[config.mk]
export PLATFORM = sky130hd
export DESIGN_NAME = placement_readout_flat
export DESIGN_NICKNAME = d
export VERILOG_FILES = /design/src/rtl/placement_readout_if.sv /design/src/rtl/placement_readout.sv /design/src/flat_wrapper.sv
export SDC_FILE = /design/constraint.sdc
export NUM_CORES = 1
export LEC_CHECK = 0
export CAP_MARGIN = 0
export CORE_ASPECT_RATIO = 1.5
export CORE_MARGIN = 4
export CORE_UTILIZATION = 39
export DETAILED_ROUTE_END_ITERATION = 6
export MAX_ROUTING_LAYER = met4
export PLACE_DENSITY = 0.77
export SYNTH_ARGS = -nofsm -noshare
export SYNTH_HDL_FRONTEND = slang
export SYNTH_SLANG_ARGS = --single-unit
[constraint.sdc]
create_clock -name clk -period 2.3 [get_ports clk]
set_input_delay 0.345 -clock clk [delete_from_list [all_inputs] [get_ports clk]]
set_output_delay 0.345 -clock clk [all_outputs]
set_load 0.02 [all_outputs]
[src/rtl/placement_readout_if.sv]
// Record stream from the placement readout to the result dump/evaluation logic.
// Producer holds rec_valid and the payload stable until rec_ready is seen.
interface placement_readout_if #(
  parameter int POS_AW = 7,
  parameter int DATA_W = 32
);
  logic              rec_valid;
  logic              rec_ready;
  logic [POS_AW-1:0] rec_node;
  logic [DATA_W-1:0] rec_x;
  logic [DATA_W-1:0] rec_y;
  logic [2:0]        rec_flags;

  modport master (
    output rec_valid, rec_node, rec_x, rec_y, rec_flags,
    input  rec_ready
  );

  modport slave (
    input  rec_valid, rec_node, rec_x, rec_y, rec_flags,
    output rec_ready
  );
endinterface

[src/rtl/placement_readout.sv]
// Walks every node, reads (x,y) from pos_X/pos_Y, cross-checks grid[x*GRID_N+y], emits one record per node.
// 6 cycles per placed node, 4 per unplaced/out-of-range node; EMIT stalls while rec_ready is low.
module placement_readout #(
  parameter int N_NODES = 64,
  parameter int GRID_N  = 6,
  parameter int POS_AW  = 7,
  parameter int GRID_AW = 6,
  parameter int DATA_W  = 32
) (
  input  logic               clk,
  input  logic               reset,
  input  logic               start,
  output logic               busy,
  output logic               done,
  output logic               pos_re,
  output logic [POS_AW-1:0]  pos_addr,
  input  logic [DATA_W-1:0]  posx_rdata,
  input  logic [DATA_W-1:0]  posy_rdata,
  output logic               grid_re,
  output logic [GRID_AW-1:0] grid_addr,
  input  logic [DATA_W-1:0]  grid_rdata,
  placement_readout_if.master rec,
  output logic [15:0]        err_count
);

  typedef enum logic [2:0] {
    S_IDLE, S_RD_POS, S_WAIT_POS, S_CHECK, S_RD_GRID, S_WAIT_GRID, S_EMIT, S_DONE
  } state_t;

  localparam logic signed [DATA_W-1:0] GRID_LIM  = DATA_W'(GRID_N);
  localparam logic [POS_AW-1:0]        LAST_NODE = POS_AW'(N_NODES - 1);

  state_t                     state_q, state_d;
  logic [POS_AW-1:0]          node_q;
  logic signed [DATA_W-1:0]   x_q, y_q;
  logic [2:0]                 flags_q;
  logic [GRID_AW-1:0]         gaddr_q;
  logic [15:0]                err_q;
  logic                       unplaced, out_of_range, grid_mismatch;

  assign unplaced      = (x_q == -1) || (y_q == -1);
  assign out_of_range  = (x_q < 0) || (y_q < 0) || (x_q >= GRID_LIM) || (y_q >= GRID_LIM);
  assign grid_mismatch = (grid_rdata != DATA_W'(node_q));

  always_ff @(posedge clk or negedge reset) begin
    if (!reset) state_q <= S_IDLE;
    else        state_q <= state_d;
  end

  always_comb begin
    state_d = state_q;
    case (state_q)
      S_IDLE:      if (start) state_d = S_RD_POS;
      S_RD_POS:    state_d = S_WAIT_POS;
      S_WAIT_POS:  state_d = S_CHECK;
      S_CHECK:     state_d = (unplaced || out_of_range) ? S_EMIT : S_RD_GRID;
      S_RD_GRID:   state_d = S_WAIT_GRID;
      S_WAIT_GRID: state_d = S_EMIT;
      S_EMIT:      if (rec.rec_ready) state_d = (node_q == LAST_NODE) ? S_DONE : S_RD_POS;
      S_DONE:      state_d = S_IDLE;
      default:     state_d = S_IDLE;
    endcase
  end

  always_ff @(posedge clk or negedge reset) begin
    if (!reset) begin
      node_q  <= '0;
      x_q     <= '0;
      y_q     <= '0;
      flags_q <= '0;
      gaddr_q <= '0;
      err_q   <= '0;
    end else begin
      case (state_q)
        S_IDLE: if (start) begin
          node_q <= '0;
          err_q  <= '0;
        end
        S_WAIT_POS: begin
          x_q <= posx_rdata;
          y_q <= posy_rdata;
        end
        S_CHECK: begin
          if (unplaced)          flags_q <= 3'b001;
          else if (out_of_range) flags_q <= 3'b010;
          else begin
            // product formed at full data width, then truncated to the grid address
            flags_q <= 3'b000;
            gaddr_q <= GRID_AW'(x_q * GRID_LIM + y_q);
          end
        end
        S_WAIT_GRID: flags_q <= {grid_mismatch, 2'b00};
        S_EMIT: if (rec.rec_ready) begin
          if ((flags_q != 3'b000) && (err_q != 16'hFFFF)) err_q <= err_q + 16'd1;
          if (node_q != LAST_NODE) node_q <= node_q + 1'b1;
        end
        default: ;
      endcase
    end
  end

  assign busy          = (state_q != S_IDLE) && (state_q != S_DONE);
  assign done          = (state_q == S_DONE);
  assign pos_re        = (state_q == S_RD_POS);
  assign grid_re       = (state_q == S_RD_GRID);
  assign pos_addr      = node_q;
  assign grid_addr     = gaddr_q;
  assign err_count     = err_q;
  assign rec.rec_valid = (state_q == S_EMIT);
  assign rec.rec_node  = node_q;
  assign rec.rec_x     = x_q;
  assign rec.rec_y     = y_q;
  assign rec.rec_flags = flags_q;

endmodule

[src/flat_wrapper.sv]
// flat-port wrapper written by rule: the top's interface ports become plain ports
module placement_readout_flat 
#(
  parameter int N_NODES = 64,
  parameter int GRID_N  = 6,
  parameter int POS_AW  = 7,
  parameter int GRID_AW = 6,
  parameter int DATA_W  = 32
)
  (clk, reset, start, busy, done, pos_re, pos_addr, posx_rdata, posy_rdata, grid_re, grid_addr, grid_rdata, err_count, rec_rec_valid, rec_rec_node, rec_rec_x, rec_rec_y, rec_rec_flags, rec_rec_ready);
  placement_readout_if #(.POS_AW(POS_AW), .DATA_W(DATA_W)) rec_i ();
  input  logic clk;
  input  logic reset;
  input  logic start;
  output logic busy;
  output logic done;
  output logic pos_re;
  output logic [POS_AW-1:0] pos_addr;
  input  logic [DATA_W-1:0] posx_rdata;
  input  logic [DATA_W-1:0] posy_rdata;
  output logic grid_re;
  output logic [GRID_AW-1:0] grid_addr;
  input  logic [DATA_W-1:0] grid_rdata;
  output logic [15:0] err_count;
  output wire logic [$bits(rec_i.rec_valid)-1:0] rec_rec_valid;
  output wire logic [$bits(rec_i.rec_node)-1:0] rec_rec_node;
  output wire logic [$bits(rec_i.rec_x)-1:0] rec_rec_x;
  output wire logic [$bits(rec_i.rec_y)-1:0] rec_rec_y;
  output wire logic [$bits(rec_i.rec_flags)-1:0] rec_rec_flags;
  input wire logic [$bits(rec_i.rec_ready)-1:0] rec_rec_ready;
  assign rec_rec_valid = rec_i.rec_valid;
  assign rec_rec_node = rec_i.rec_node;
  assign rec_rec_x = rec_i.rec_x;
  assign rec_rec_y = rec_i.rec_y;
  assign rec_rec_flags = rec_i.rec_flags;
  assign rec_i.rec_ready = rec_rec_ready;
  placement_readout #(.N_NODES(N_NODES), .GRID_N(GRID_N), .POS_AW(POS_AW), .GRID_AW(GRID_AW), .DATA_W(DATA_W)) u_core (.clk(clk), .reset(reset), .start(start), .busy(busy), .done(done), .pos_re(pos_re), .pos_addr(pos_addr), .posx_rdata(posx_rdata), .posy_rdata(posy_rdata), .grid_re(grid_re), .grid_addr(grid_addr), .grid_rdata(grid_rdata), .rec(rec_i), .err_count(err_count));
endmodule
==> flow_metrics.env <==
export IMPL_outcome="completed"
export IMPL_ant_nets=0
export IMPL_gp_congestion=0.892
export IMPL_ys_seq_elements=99
export IMPL_first_pass_iters=4
export IMPL_p_clk_share_pct=13.8
export IMPL_worst_hold_path_type="flop to flop"
export IMPL_grt_ovfl_total=0
export IMPL_grt_pass1_vias=4837
export IMPL_synth_most_common_cell="dfrtp_1"
export IMPL_clockBufferDepth=2
export IMPL_setup_tns_final_ns=0
export IMPL_final_setup_viol_count=0
export IMPL_synth_top_area_share_pct=50.7
export IMPL_dp_hpwl_um=11900
export IMPL_htree_levels=3
export IMPL_seq_area_frac_synth_pct=50.7
export IMPL_combinationalPowerShare_pct=54.5
export IMPL_dieArea_um2=14400
export IMPL_cp_max_fo=5
export IMPL_hold_viol=0
export IMPL_track_usage_pct=21.9
export IMPL_syn_area_um2=4890
export IMPL_routed_wl_um=15400
export IMPL_power_density_nw_per_um2=1440
export IMPL_p_seq_share_pct=31.7
export IMPL_port_buffers=207
export IMPL_cpMostUsedCell="ha_4"
export IMPL_clock_skew_ns=0.0131
export IMPL_start_kind="flop"
export IMPL_avgSynthCellArea_um2=11.3
export IMPL_wl_per_cell_um=19.0
export IMPL_synthArstFlopShare_pct=100
export IMPL_synth_edff_count=0
export IMPL_cp_end_kind="flop"
export IMPL_cp_cell_sequence="ha_4 -> ha_4 -> inv_2 -> fa_1 -> inv_2 -> ha_4 -> a21oi_2 -> xnor2_1 -> mux2_4"
export IMPL_fmax_mhz=443
export IMPL_rsz0062_at_grt="yes"
export IMPL_drive_above_1_share_pct=19.7
export IMPL_worstMarginPinSlew_ns=0.565
export IMPL_critical_path_class="flop to flop"
export IMPL_cts_tree="done"
export IMPL_crit_path_top_delay_cell="fa_1"
export IMPL_slew_headroom_pct=62.0
export IMPL_setup_slack_ns=0.0450
export IMPL_swShare_pct=41.6
export IMPL_max_cap_viol_count=0
export IMPL_vias_per_cell=5.46
export IMPL_synth_nets=545
export IMPL_holdWs_ns=0.505
export IMPL_grt_max_degree=67
export IMPL_grt_pass1_wl_um=24400
export IMPL_placementRows=49
export IMPL_ys_flop_type="dfrtp_1"
export IMPL_antenna_cells=0
export IMPL_drc=0
export IMPL_yosys_warnings=0
export IMPL_required_ns=2.53
export IMPL_clock_latency_ns=0.35
export IMPL_fillers=958
export IMPL_netlist_instances=431
export IMPL_synthTopCellsByArea="dfrtp_1, mux2_2, nor4_1"
export IMPL_synth_commonest_cells="dfrtp_1, mux2_2, nand2_1, nor4_1, nand4_1"
export IMPL_clock_root_buffer="clkbuf_16"
export IMPL_die_w_um=99.4
export IMPL_drt_iter0_drc=144
export IMPL_slew_violations=0
export IMPL_fin_util_pct=63.1
export IMPL_critPathArrivalTime_ns=2.49
export IMPL_initial_utilization_pct=40.3
export IMPL_dieHeight_um=145
export IMPL_num_io_pins=208
export IMPL_area_growth_pct=56.8
export IMPL_ir_worst_vdd_mv=0.970
export IMPL_vias=4437
export IMPL_coreArea_um2=12100
export IMPL_synth_cell_types=44
export IMPL_switching_power_uw=4580
export IMPL_antenna_found_initial=0
export IMPL_cts_buffers=9
export IMPL_cts_sinks=99
export IMPL_dpl_worst_slack_ns=-0.276
export IMPL_max_stage_delay_ns=0.48
export IMPL_path_clk_slew_ns=0.07
export IMPL_layout_nets=769
export IMPL_fin_crit_sh_pct=98.0
export IMPL_min_period_ns=2.26
export IMPL_p_leak_uw=0.00307
export IMPL_synth_top_area_cell="dfrtp_1"
export IMPL_p_int_uw=6430
-- power groups by stage --
stage	clock [uW]	combinational [uW]	sequential (uW)
4_1_cts	1570	5970	3470
6_report	1520	5990	3490
3_3_place_gp	0	5770	3450
3_5_place_dp	0	5900	3470
5_1_grt	1620	6380	3620
2_1_floorplan	0	2450	4150
-- cells in the final DEF (no fill, tap or decap), drive strengths merged, types with 2 or more instances in the layout --
cell type / Yosys / layout
or4: 5 / 5
mux2: 68 / 68
fa: 2 / 2
dlymetal6s2s: 0 / 2
xnor2: 13 / 13
a21o: 4 / 4
nor2: 10 / 10
dfrtp: 99 / 99
a21oi: 17 / 17
o31ai: 4 / 4
ha: 12 / 12
clkbuf: 12 / 9
nand2: 31 / 31
or3: 9 / 9
xor2: 7 / 7
o21ai: 18 / 18
nor4: 29 / 29
nor3: 5 / 5
and3: 4 / 4
and2: 2 / 2
nand4: 26 / 26
inv: 10 / 15
nand3: 13 / 13
clkdlybuf4s50: 0 / 204
buf: 11 / 29
nor2b: 2 / 2
-- critical path: cells and delay by family (launching register included) --
family,cells,cell delay [ns]
muxes,1,0.26
xor gates and xnor gates,1,0.08
buffers and inverters,2,0.08
adders and majority gates,4,1.13
AOI/OAI and AO/OA,1,0.13
DFF,1,0.46
-- worst paths after layout --
path | cells past startpoint | slack [ns] | to | from
setup / recovery | 9 | 0.04 | u_core.grid_addr[5]$_DFFE_PN0P_ | u_core.rec.rec_x[1]$_DFFE_PN0P_
hold / removal | 1 | 0.51 | u_core.grid_addr[0]$_DFFE_PN0P_ | u_core.grid_addr[0]$_DFFE_PN0P_
setup reg to reg | 9 | 0.04 | u_core.grid_addr[5]$_DFFE_PN0P_ | u_core.rec.rec_x[1]$_DFFE_PN0P_
hold reg to reg | 1 | 0.51 | u_core.grid_addr[0]$_DFFE_PN0P_ | u_core.grid_addr[0]$_DFFE_PN0P_
max in group asynchronous | 4 | 0.91 | u_core.rec.rec_x[18]$_DFFE_PN0P_ | reset
min in group asynchronous | 2 | 0.58 | u_core.grid_addr[1]$_DFFE_PN0P_ | reset
-- metal layers --
| layer | routed length, um | part of all wire [%] | vias to the layer above | GRT usage, % |
|---|---|---|---|---|
| met5 | 0 | 0 | - | - |
| met4 | 471 | 3.1 | 0 | 9.16 |
| met3 | 1050 | 6.8 | 33 | 4.37 |
| met2 | 8150 | 53 | 197 | 37.6 |
| met1 | 5740 | 37 | 2155 | 24.5 |
| li1 | - | - | 2052 | - |
-- repair_timing --
action / CTS / global route
resized for setup: 3 / 13
pin swaps: 0 / 8
cloned: 0 / 0
setup endpoints to repair: 6 / 11
hold endpoints to repair: 38 / 0
hold buffers: 1 / 0
setup buffers: 0 / 0
-- flip-flops by register name, indices dropped and copies added, names as in the netlist --
name,flops
u_core.err_count,16
u_core.grid_addr,6
u_core.pos_addr,7
u_core.rec.rec_flags,3
u_core.rec.rec_x,32
u_core.rec.rec_y,32
u_core.state_q,3
-- logic make-up (layout without fill, tap and decap cells) --
kind of cell | Yosys count | in the layout | share of synthesized area, %
buffers and inverters | 33 | 262 | 3.30
XOR/XNOR | 20 | 20 | 3.58
multiplexers | 68 | 68 | 15.7
adder cells (fa/ha/maj) | 14 | 14 | 3.89
flip-flops | 99 | 99 | 50.7
AND/OR/NAND/NOR | 143 | 143 | 16.2
AO/OA/AOI/OAI | 54 | 54 | 6.63
-- final cells by class --
class | count | area [um2] | share of cell area [%]
sequential | 99 | 2480 | 32.4
clock buffer | 9 | 225 | 2.94
timing repair buffer | 236 | 2320 | 30.3
multi-input combinational | 299 | 2330 | 30.5
inverter | 10 | 37.5 | 0.490
clock inverter | 7 | 75.1 | 0.980
tap | 153 | 191 | 2.50
-- through the flow --
| stage | total power (uW) | instance area (um2) | cells |
|---|---|---|---|
| floorplan | 6600 | 4910 | 431 |
| global placement | 9220 | 7280 | 796 |
| detailed placement | 9380 | 7280 | 796 |
| CTS | 11000 | 7610 | 813 |
| global route | 11600 | 7660 | 813 |
| finish | 11000 | 7660 | 813 |
Power figures use the tool's default switching activity.
